==> src/rtl/mod_ctrl_pkg.sv <==
// Shared types and constants for the modulation buffer sequencer.
package mod_ctrl_pkg;

    localparam int DEF_ADDR_WIDTH   = 16;
    localparam int DEF_DATA_WIDTH   = 8;
    localparam int DIV_WIDTH        = 16;
    localparam int CYCLE_WIDTH      = 16;
    localparam int MAX_READ_LATENCY = 4;

    typedef enum logic {
        IDLE = 1'b0,
        RUN  = 1'b1
    } state_t;

    typedef struct packed {
        logic [CYCLE_WIDTH-1:0] cycle;
        logic [DIV_WIDTH-1:0]   div;
    } cfg_t;

    localparam cfg_t RST_CFG = '{cycle: '0, div: 16'd1};

    // A divider of zero would stall the sequencer, so it runs at full rate instead.
    function automatic logic [DIV_WIDTH-1:0] norm_div(input logic [DIV_WIDTH-1:0] d);
        return (d == '0) ? 16'd1 : d;
    endfunction

endpackage

==> src/rtl/mod_read_pipe.sv <==
// Read-token shift register: a token issued with an address emerges as a
// capture strobe exactly READ_LATENCY clocks later. Flush drops all in-flight tokens.
module mod_read_pipe
    import mod_ctrl_pkg::*;
#(
    parameter int READ_LATENCY = 2
) (
    input  logic clk,
    input  logic rst_n,
    input  logic issue,
    input  logic flush,
    output logic capture
);

    localparam int DEPTH = (READ_LATENCY > MAX_READ_LATENCY) ? MAX_READ_LATENCY :
                           (READ_LATENCY < 1) ? 1 : READ_LATENCY;

    logic [DEPTH-1:0] tok;

    always_ff @(posedge clk or negedge rst_n) begin
        if (!rst_n) begin
            tok <= '0;
        end else if (flush) begin
            tok <= DEPTH'(issue);
        end else begin
            tok <= (tok << 1) | DEPTH'(issue);
        end
    end

    // A token maturing on the same edge as a flush is stale and must not strobe.
    assign capture = tok[DEPTH-1] & ~flush;

endmodule

==> src/rtl/modulation_controller.sv <==
// Modulation buffer sequencer: steps ADDR at a divided rate, wraps at a
// programmable cycle, realigns on SYNC. Optional MOD_CTRL_LOOP_COUNT_EN adds LOOP_CNT.
module modulation_controller
    import mod_ctrl_pkg::*;
#(
    parameter int ADDR_WIDTH   = DEF_ADDR_WIDTH,
    parameter int DATA_WIDTH   = DEF_DATA_WIDTH,
    parameter int READ_LATENCY = 2
) (
    input  logic                  CLK,
    input  logic                  RST_N,
    input  logic                  EN,
    input  logic                  SYNC,
    input  logic                  UPDATE,
    input  logic [ADDR_WIDTH-1:0] CYCLE_IN,
    input  logic [DIV_WIDTH-1:0]  FREQ_DIV_IN,
    output logic [ADDR_WIDTH-1:0] ADDR,
    input  logic [DATA_WIDTH-1:0] MOD_IN,
    output logic [DATA_WIDTH-1:0] MOD,
    output logic                  MOD_VALID,
    output logic                  CYCLE_DONE
`ifdef MOD_CTRL_LOOP_COUNT_EN
    ,
    output logic [15:0]           LOOP_CNT
`endif
);

    state_t                state, state_nx;
    logic [ADDR_WIDTH-1:0] addr, addr_nx;
    logic [DIV_WIDTH-1:0]  div_cnt, div_cnt_nx;
    cfg_t                  active, active_nx, shadow, shadow_nx, upd_cfg;
    logic                  pending, pending_nx;
    logic                  cycle_done, done_nx;
    logic                  issue, flush, mod_clr, realign, capture;
    logic [DATA_WIDTH-1:0] mod_p0;
    logic                  vld_p0;

    assign upd_cfg = '{cycle: CYCLE_WIDTH'(CYCLE_IN), div: norm_div(FREQ_DIV_IN)};

    always_ff @(posedge CLK or negedge RST_N) begin
        if (!RST_N) state <= IDLE;
        else        state <= state_nx;
    end

    always_comb begin
        state_nx   = state;
        addr_nx    = addr;
        div_cnt_nx = div_cnt;
        active_nx  = active;
        shadow_nx  = shadow;
        pending_nx = pending;
        done_nx    = 1'b0;
        issue      = 1'b0;
        flush      = 1'b0;
        mod_clr    = 1'b0;
        realign    = 1'b0;
        case (state)
            IDLE: begin
                addr_nx    = '0;
                div_cnt_nx = '0;
                if (pending) begin
                    active_nx  = shadow;
                    pending_nx = 1'b0;
                end
                if (EN) begin
                    state_nx = RUN;
                    issue    = 1'b1;
                end
            end
            RUN: begin
                if (!EN) begin
                    state_nx   = IDLE;
                    addr_nx    = '0;
                    div_cnt_nx = '0;
                    flush      = 1'b1;
                    mod_clr    = 1'b1;
                end else if (SYNC) begin
                    addr_nx    = '0;
                    div_cnt_nx = '0;
                    flush      = 1'b1;
                    issue      = 1'b1;
                    realign    = 1'b1;
                end else if (div_cnt == active.div - 16'd1) begin
                    div_cnt_nx = '0;
                    issue      = 1'b1;
                    if (addr == ADDR_WIDTH'(active.cycle)) begin
                        addr_nx = '0;
                        done_nx = 1'b1;
                        realign = 1'b1;
                    end else begin
                        addr_nx = addr + ADDR_WIDTH'(1);
                    end
                end else begin
                    div_cnt_nx = div_cnt + 16'd1;
                end
            end
            default: state_nx = IDLE;
        endcase
        // At a realignment point a coincident UPDATE bypasses the shadow.
        if (realign) begin
            if (UPDATE) begin
                active_nx  = upd_cfg;
                pending_nx = 1'b0;
            end else if (pending) begin
                active_nx  = shadow;
                pending_nx = 1'b0;
            end
        end else if (UPDATE) begin
            shadow_nx  = upd_cfg;
            pending_nx = 1'b1;
        end
    end

    always_ff @(posedge CLK or negedge RST_N) begin
        if (!RST_N) begin
            addr       <= '0;
            div_cnt    <= '0;
            active     <= RST_CFG;
            shadow     <= RST_CFG;
            pending    <= 1'b0;
            cycle_done <= 1'b0;
            mod_p0     <= '0;
            vld_p0     <= 1'b0;
        end else begin
            addr       <= addr_nx;
            div_cnt    <= div_cnt_nx;
            active     <= active_nx;
            shadow     <= shadow_nx;
            pending    <= pending_nx;
            cycle_done <= done_nx;
            vld_p0     <= capture;
            if (mod_clr)      mod_p0 <= '0;
            else if (capture) mod_p0 <= MOD_IN;
        end
    end

    mod_read_pipe #(
        .READ_LATENCY(READ_LATENCY)
    ) u_read_pipe (
        .clk    (CLK),
        .rst_n  (RST_N),
        .issue  (issue),
        .flush  (flush),
        .capture(capture)
    );

    assign ADDR       = addr;
    assign MOD        = mod_p0;
    assign MOD_VALID  = vld_p0;
    assign CYCLE_DONE = cycle_done;

`ifdef MOD_CTRL_LOOP_COUNT_EN
    logic [15:0] loop_cnt;
    logic        loop_clr;

    assign loop_clr = (state == RUN) && (!EN || SYNC);

    always_ff @(posedge CLK or negedge RST_N) begin
        if (!RST_N)       loop_cnt <= '0;
        else if (loop_clr) loop_cnt <= '0;
        else if (done_nx)  loop_cnt <= loop_cnt + 16'd1;
    end

    assign LOOP_CNT = loop_cnt;
`else
    // Loop counter not built: LOOP_CNT port is absent.
`endif

endmodule

==> config.mk <==
export PLATFORM = sky130hd
export DESIGN_NAME = modulation_controller
export DESIGN_NICKNAME = d
export VERILOG_FILES = /design/src/rtl/mod_ctrl_pkg.sv /design/src/rtl/mod_read_pipe.sv /design/src/rtl/modulation_controller.sv
export SDC_FILE = /design/constraint.sdc
export NUM_CORES = 1
export LEC_CHECK = 0
export ABC_CLOCK_PERIOD_IN_PS = 8400
export CAP_MARGIN = 20
export CORE_MARGIN = 4
export CORE_UTILIZATION = 48
export CTS_CLUSTER_SIZE = 40
export DETAILED_ROUTE_END_ITERATION = 6
export PLACE_DENSITY = 0.79
export SYNTH_ARGS = -nofsm -noshare
export SYNTH_HDL_FRONTEND = slang
export SYNTH_SLANG_ARGS = --single-unit
==> constraint.sdc <==
create_clock -name CLK -period 8.4 [get_ports CLK]
set_input_delay 1.26 -clock CLK [delete_from_list [all_inputs] [get_ports CLK]]
set_output_delay 1.26 -clock CLK [all_outputs]
set_load 0.01 [all_outputs]
# Yosys cells after proc, flatten, opt, wreduce, memory -nomap -nowiden
# Cells that the tools add are included.
# classes
n_mux,41
n_eq_ne,3
n_bitwise,5
reduce_logical,3
n_addsub,3
# ops
cell,count
32-bit 2-to-1 mux,5
16-bit 2-to-1 mux,8
16-bit one-hot mux with 2 select lines,2
"16-bit by 1-bit adder with 16-bit output, second input constant",2
16-bit equality test,2
1-bit 2-to-1 mux,22
16-bit zero test,1
8-bit 2-to-1 mux,2
"16-bit by 1-bit subtractor with 16-bit output, second input constant",1
"4-bit by 3-bit != test with 1-bit output, second input constant",1
1-bit inverter,3
2-bit 2-to-1 mux,1
2-bit by 1-bit bitwise OR with 2-bit output,1
1-bit one-hot mux with 2 select lines,1
2-bit AND reduction,1
2-bit nonzero test,1
1-bit bitwise AND,1
# totals
input_bits,45
regBits,110
elab_cells,67

# Depth between registers and ports, before layout
# Gate-level depths: netlist of the first run.
# logic_depth
word_depth,8
depth_mapped,12
mapped_depth_nobuf,9

# Cells and area by module
# A second synthesis of the first run with hierarchy kept.
# unflattened
cells_unflattened,618
hier_area_um2,6363.6
# modules_own_cells
mod,cells_each,instances,area_each_um2,seq_area_each_um2
modulation_controller,614,1,6301.0,2705.1
mod_read_pipe,4,1,62.6,50.0

# Worst setup path after synthesis of the first run
# Ideal clock, no wire load.
# synth_path
path_kind,register to register
start,register active[0] (netlist bit)
end,register shadow[10] (netlist bit)
n_path_buf,2
path_slack_ns,5.493
stages_incl_launch_ff,12
period_less_slack_ns,2.907
t_arrival_ns,2.782
cell_sequence,dfstp_2 > inv_1 > ha_1 > nor3b_2 > and4b_1 > or4_1 > o211ai_1 > nor4bb_1 > buf_2 > a21oi_2 > buf_6 > mux2_4
# synth_via
elab_chain_cells,8
# synth_lines
item,line_no,text
from (decl),modulation_controller.sv:31,"cfg_t active, active_nx, shadow, shadow_nx, upd_cfg;"
from (signal assigned),modulation_controller.sv:127,active <= active_nx;
16-bit by 1-bit subtractor with 16-bit output,modulation_controller.sv:83,end else if (div_cnt == active.div - 16'd1) begin
16-bit equality test,modulation_controller.sv:83,
1-bit 2-to-1 mux,modulation_controller.sv:83,
1-bit 2-to-1 mux,modulation_controller.sv:77,end else if (SYNC) begin
1-bit 2-to-1 mux,modulation_controller.sv:71,if (!EN) begin
1-bit 2-to-1 mux,modulation_controller.sv:57,case (state)
1-bit inverter (no source line),n/a,
2-bit AND reduction (no source line),n/a,
to (signal assigned),modulation_controller.sv:128,shadow <= shadow_nx;
to (decl),modulation_controller.sv:31,
# No other way between the ends.
# A chain may end at the register's enable or synchronous reset.

# Worst setup path in the final report of the first run
# layout_path
start,register active[0] (netlist bit)
end,register div_cnt[14]
# layout_via
elab_chain_cells,6
# layout_lines
item,line_no,text
16-bit by 1-bit subtractor with 16-bit output,modulation_controller.sv:83,
16-bit equality test,modulation_controller.sv:83,
16-bit 2-to-1 mux,modulation_controller.sv:83,
16-bit 2-to-1 mux,modulation_controller.sv:77,
16-bit 2-to-1 mux,modulation_controller.sv:71,
16-bit one-hot mux with 2 select lines,modulation_controller.sv:57,
via div_cnt_nx[14],modulation_controller.sv:30,"logic [DIV_WIDTH-1:0] div_cnt, div_cnt_nx;"
to (signal assigned),modulation_controller.sv:126,div_cnt <= div_cnt_nx;
to (decl),modulation_controller.sv:30,
# The timed path passes the listed nets, and every way through them passes these cells.

==> impl_metrics.py, run 1 <==
metrics = {
    "run_status": {
        "outcome": "complete, no violations",
    },
    "yosys": {
        "synthAdderAreaFrac": 0.00571,
        "synth_flop_cell": "dfrtp_1",
        "yosys_warnings": 0,
        "ys_seq_area_frac": 0.419,
        "netlist_area_um2": 6570,
        "async_reset_ff_frac": 1.00,
        "synth_simple_gate_area_frac": 0.154,
        "yosysTopAreaCellShare": 0.411,
        "syn_inst": 647,
        "synth_xor_xnor_area_share": 0.0680,
        "syn_area_per_cell_um2": 10.2,
        "syn-num-nets": 695,
        "synth_edf_count": 0,
        "synth_top_family_by_area": "multiplexers",
        "yosys.area.top_type": "dfrtp_1",
        "yosysUniqueCellTypes": 59,
        "ys_top_cells_by_area": "dfrtp_1 41%, mux2i_1 14%, mux2_4 6.6%",
        "synth_common_cells": "108 x dfrtp_1, 94 x mux2i_1, 54 x nor2_1, 42 x a21oi_1, 40 x nand2_1",
        "synth_compound_area_frac": 0.0929,
        "ys_ff_latch": 110,
        "synthMostInstantiatedCell": "dfrtp_1",
        "synth.area.mux_share": 0.213,
    },
    "sta": {
        "final_max_slew_viol_count": 0,
        "slew_headroom": 0.303,
        "finClkSkew_ps": 9.89,
        "fin_crit_sh": 0.455,
        "fmax_mhz": 262,
        "rsz0062_at_grt": "no",
        "worst_slew_pin_slew_ps": 1050,
        "hold_violations": 0,
        "setup_tns_ps": 0,
        "period_minus_slack_ps": 3820,
        "finalSetupViolCount": 0,
    },
    "setup_path": {
        "r2r-end": "div_cnt[14]",
        "crit_end": "div_cnt[14]",
        "worstSetupStartpoint": "active[0]",
        "arrival_ps": 4070,
        "critPathCaptureType": "flop",
        "worstSetupPathType": "flop to flop",
        "cp.required_ps": 8650,
        "reg2reg_slack_ps": 4580,
        "worst-path-max-fanout": 17,
        "reg2reg_from": "active[0]",
        "crit_path_start_kind": "flop",
        "reg2reg_depth": 10,
    },
    "finish": {
        "fin_nets": 741,
        "final_area_um2": 7630,
        "n_fill_cell": 1139,
        "final_layout_size_suffix_gt1_frac": 0.0989,
        "syn_to_final_growth_pct": 16.1,
        "multiInputGateArea_um2": 3530,
        "regArea_um2": 2760,
        "diodes": 0,
    },
    "pwr": {
        "seqPwrFrac": 0.475,
        "p_per_area_nw_per_um2": 189,
        "p_int_w": 0.000983,
        "p_leak_nw": 3.15,
        "clkPwrFrac": 0.300,
        "vdd_drop_max_mv": 0.136,
        "switching_share": 0.320,
        "switching_power_w": 0.000463,
        "combPwrFrac": 0.225,
    },
    "global_routing": {
        "track_usage": 0.211,
        "first_global_vias": 5382,
        "globalRouteOverflowTotal": 0,
        "grt_max_degree": 67,
        "antenna_found_initial": 0,
        "grt_pass1_wl_um": 27300,
    },
    "clock_tree": {
        "clock_path_buffers": 2,
        "ctsResizeCount": 0,
        "cts_buffers": 9,
        "hold_buffers": 0,
        "clk_latency_ps": 360,
        "postCtsSetupBuffers": 0,
        "cts.sinks": 110,
        "htree_num_levels": 3,
        "cts_tree": "built",
        "clkTransAtPathRegs_ps": 80,
        "root_buffer": "clkbuf_16",
    },
    "placed_design": {
        "place_hpwl_um": 10800,
        "io_buffer_count": 70,
        "post_dp_cell_area_um2": 7330,
        "globalplace.congestion": 0.832,
    },
    "floorplanning": {
        "fp-row-count": 42,
        "start_util": 0.492,
        "core_area_um2": 13300,
        "die_h_um": 125,
        "die_area_um2": 15600,
        "die_w_um": 125,
        "pin_count": 71,
    },
    "detailed_routing": {
        "wirelength_um": 16000,
        "routed_via_density": 5.88,
        "avgRoutedWirePerCell_um": 18.3,
        "drc": 0,
        "ant_nets": 0,
        "drt_first_pass_iters": 5,
        "drt_iter0_markers": 380,
        "num_vias": 5140,
    },
    "min_path": {
        "worstHoldPathType": "flop to flop",
    },
    "run": {
        "cap_violations": 0,
    },
}
[worst max-delay path, stage by stage (launching register included)]
cell and delay (ps):
dfstp_2 580, inv_1 80, ha_1 230, nor3b_2 220
a2111oi_4 300, o32ai_1 190, a211oi_4 680, inv_1 190
o21ai_1 810, buf_4 340, nor2_1 80
[cell families (layout without fill, tap and decap cells)]
logic type | count (synthesis) | count (layout)
adder cells (fa/ha/maj) | 3 | 3
flip-flops | 110 | 110
XOR/XNOR | 51 | 51
AND/OR/NAND/NOR | 200 | 200
multiplexers | 125 | 125
buffers and inverters | 63 | 114
AO/OA/AOI/OAI | 95 | 95
[metal layers]
metal / wire, um / share of wire / global-route usage
met3: 791 / 0.049 / 0.0520
met5: 0 / 0 / 0
met2: 8130 / 0.51 / 0.355
met1: 6700 / 0.42 / 0.270
met4: 407 / 0.025 / 0.0651
[cell type report]
cell class | count | area share
clock inverters | 6 | 0.00803
well taps | 176 | 0.0289
inverters | 21 | 0.0103
clock buffers | 10 | 0.0313
repair buffers | 77 | 0.0977
multi-input cells | 474 | 0.463
flip-flops and latches | 110 | 0.361
[state kept, by name, summed over array words and instances, names as in the netlist]
name and count:
ADDR 16, state 1, MOD_VALID 1, pending 1, active 32, div_cnt 16, MOD 8, CYCLE_DONE 1
u_read_pipe.tok 2, shadow 32
[how the worst min path moves through the flow]
stage / startpoint / endpoint / slack [ps] / cells past startpoint
2_1_floorplan: u_read_pipe.tok[0] / u_read_pipe.tok[1] / 430 / 1
6_report: u_read_pipe.tok[0] / u_read_pipe.tok[1] / 460 / 1
4_1_cts: u_read_pipe.tok[0] / u_read_pipe.tok[1] / 470 / 1
5_1_grt: u_read_pipe.tok[0] / u_read_pipe.tok[1] / 500 / 1
3_5_place_dp: u_read_pipe.tok[0] / u_read_pipe.tok[1] / 440 / 1
3_3_place_gp: u_read_pipe.tok[0] / u_read_pipe.tok[1] / 430 / 1
[placed cells by master, fill, tap and decap left out, types with 14 or more instances in the layout]
master and n:
nor2_1 54, and3_1 16, inv_1 20, dfrtp_1 107, clkdlybuf4s50_1 68, o21ai_0 18
xnor2_1 37, xor2_1 14, nor3_1 18, a21oi_1 42, nand2_1 40, nor4_1 14
nand3_1 19, mux2i_1 94, mux2_4 29
[power by group through the flow]
stage               Clock (W)  Combinational [W]  Sequential [W]
detailed placement          0           0.000324        0.000696
finish               0.000434           0.000325        0.000687
CTS                  0.000441           0.000327        0.000687
global route         0.000466           0.000362        0.000697
floorplan                   0           0.000264        0.000650
global placement            0           0.000309        0.000691
[through the flow]
stage | setup slack (ps) | hold slack [ps] | instances | util | total power, W
6_report | 4580 | 459 | 874 | 0.572 | 0.00145
5_1_grt | 4210 | 498 | 874 | 0.572 | 0.00152
4_1_cts | 4590 | 465 | 874 | 0.572 | 0.00146
3_5_place_dp | 4620 | 444 | 858 | 0.549 | 0.00102
3_3_place_gp | 4680 | 433 | 858 | 0.549 | 0.000999
2_1_floorplan | 5490 | 428 | 647 | - | 0.000914
(Power assumes the default switching activity.)
==> run 2, diff against run 1 <==
--- a/config.mk
+++ b/config.mk
@@ -5,13 +5,13 @@
 export SDC_FILE = /design/constraint.sdc
 export NUM_CORES = 1
 export LEC_CHECK = 0
-export ABC_CLOCK_PERIOD_IN_PS = 8400
+export ABC_CLOCK_PERIOD_IN_PS = 3250
 export CAP_MARGIN = 20
 export CORE_MARGIN = 4
 export CORE_UTILIZATION = 48
 export CTS_CLUSTER_SIZE = 40
 export DETAILED_ROUTE_END_ITERATION = 6
-export PLACE_DENSITY = 0.79
+export PLACE_DENSITY = 0.81
 export SYNTH_ARGS = -nofsm -noshare
 export SYNTH_HDL_FRONTEND = slang
 export SYNTH_SLANG_ARGS = --single-unit
==> constraint.sdc (replaced) <==
create_clock -name CLK -period 3.25 [get_ports CLK]
set_input_delay 0.4875 -clock CLK [delete_from_list [all_inputs] [get_ports CLK]]
set_output_delay 0.4875 -clock CLK [all_outputs]
set_load 0.01 [all_outputs]
==> impl_metrics.py, run 2 (synthesized netlist as in run 1, its figures left out) <==
metrics = {
    "floorplanning": {
        "fp-row-count": 42,
        "pin_count": 71,
        "die_area_um2": 15600,
        "die_h_um": 125,
        "die_w_um": 125,
        "start_util": 0.492,
        "core_area_um2": 13300,
    },
    "run": {
        "cap_violations": 0,
    },
    "detailed_routing": {
        "ant_nets": 0,
        "drt_iter0_markers": 497,
        "num_vias": 5236,
        "drc": 0,
        "wirelength_um": 16700,
        "routed_via_density": 5.90,
        "drt_first_pass_iters": 7,
        "avgRoutedWirePerCell_um": 18.8,
    },
    "setup_path": {
        "reg2reg_slack_ps": 150,
        "worstSetupPathType": "flop to flop",
        "crit_slowest_cell": "o21ai_0",
        "crit_path_start_kind": "flop",
        "worst-path-max-fanout": 32,
        "path_cells": "inv_1 > ha_1 > nor3b_2 > buf_4 > nor4b_1 > o21ai_0 > nor4bb_4 > a21oi_4 > buf_12 > mux2_2",
        "critPathCaptureType": "flop",
        "worstSetupStartpoint": "active[0]",
        "crit_end": "shadow[27]",
        "reg2reg_from": "active[0]",
        "reg2reg_depth": 10,
        "r2r-end": "shadow[27]",
        "cp.required_ps": 3500,
        "arrival_ps": 3350,
        "slowest_delay_ps": 630,
    },
    "pwr": {
        "p_leak_nw": 3.26,
        "p_total_w": 0.00385,
        "p_per_area_nw_per_um2": 494,
        "vdd_drop_max_mv": 0.438,
    },
    "global_routing": {
        "track_usage": 0.211,
        "first_global_vias": 5393,
        "globalRouteOverflowTotal": 0,
        "antenna_found_initial": 0,
        "grt_max_degree": 66,
        "grt_pass1_wl_um": 27200,
    },
    "finish": {
        "final_common_cell": "dfrtp_1",
        "stdcell_count": 888,
        "n_fill_cell": 1128,
        "multiInputGateArea_um2": 3540,
        "syn_to_final_growth_pct": 18.8,
        "fin_nets": 755,
        "top_regs": "active (32), shadow (32)",
        "regArea_um2": 2760,
        "final_cell_mix": "107 x dfrtp_1, 94 x mux2i_1, 68 x clkdlybuf4s50_1",
        "final_area_um2": 7810,
        "diodes": 0,
        "final_layout_size_suffix_gt1_frac": 0.118,
    },
    "clock_tree": {
        "htree_num_levels": 3,
        "clkTransAtPathRegs_ps": 80,
        "clock_path_buffers": 2,
        "root_buffer": "clkbuf_16",
        "postCtsSetupBuffers": 0,
        "cts.sinks": 110,
        "cts_tree": "built",
        "clk_latency_ps": 360,
        "cts_buffers": 9,
    },
    "sta": {
        "hold_violations": 0,
        "finClkSkew_ps": 11.1,
        "period_minus_slack_ps": 3100,
        "worst_slew_pin_slew_ps": 774,
        "slew_headroom": 0.479,
        "finalSetupViolCount": 0,
        "fmax_mhz": 323,
        "setup_tns_ps": 0,
        "rsz0062_at_grt": "no",
        "fin_crit_sh": 0.953,
        "final_max_slew_viol_count": 0,
    },
    "placed_design": {
        "post_dp_cell_area_um2": 7450,
        "place_hpwl_um": 11400,
        "placed_cells": 871,
        "globalplace.congestion": 0.904,
        "io_buffer_count": 70,
    },
    "min_path": {
        "worstHoldPathType": "primary input to async pin",
    },
    "run_status": {
        "outcome": "complete, no violations",
    },
}
==> run 2: changes by cell type in the layout (fill, tap and decap cells not counted), sizes merged <==
cell    change
buf        +13
bufinv      +1
clkbuf      +1
clkinv      +2
inv         -3
==> run 2: where the power goes <==
| group | switching, W | total (W) | internal, W |
|---|---|---|---|
| combinational | 0.000457 | 0.000938 | 0.000481 |
| clock | 0.000547 | 0.00118 | 0.000632 |
| sequential | 0.000203 | 0.00174 | 0.00154 |
==> run 2: cell type report <==
cell class / count / area share
Clock buffer: 10 / 0.0306
Clock inverter: 6 / 0.0103
Inverter: 21 / 0.0101
Multi-Input combinational cell: 474 / 0.453
Sequential cell: 110 / 0.353
Tap cell: 176 / 0.0282
Timing Repair Buffer: 91 / 0.114
==> run 2: what timing repair did <==
action / CTS / global route
endpoints found under the setup margin: 0 / 70
gates resized for setup: 0 / 1
endpoints found under the hold margin: 0 / 0
hold buffers: 0 / 0
==> run 2: worst max-delay path: cells and delay by family, from the launching register on <==
family | cells | cell delay (ps)
simple gates | 3 | 450
mux | 1 | 380
buf+inv | 3 | 510
flops | 1 | 580
compound gates | 2 | 810
fa+ha+maj | 1 | 230
==> run 2: how the worst min path moves through the flow <==
stage	cells after the start	end	from
floorplan	0	ADDR[0]	RST_N
global placement	1	u_read_pipe.tok[1]	u_read_pipe.tok[0]
detailed placement	1	u_read_pipe.tok[1]	u_read_pipe.tok[0]
CTS	1	MOD[7]	RST_N
global route	1	div_cnt[6]	RST_N
finish	1	div_cnt[6]	RST_N
==> run 2: metal layers <==
layer,routed length (um),global-route usage,share of wire
met4,304,0.0740,0.018
met2,8370,0.355,0.50
met3,838,0.0503,0.050
met1,7210,0.267,0.43
met5,0,0,0
==> run 2: per-stage QoR <==
stage               utilization  setup slack [ps]  hold slack [ps]
floorplan                     -               343              192
CTS                       0.582              20.5              156
detailed placement        0.558              77.5              449
global placement          0.558               193              439
finish                    0.585               154              138
global route              0.585             0.900              175
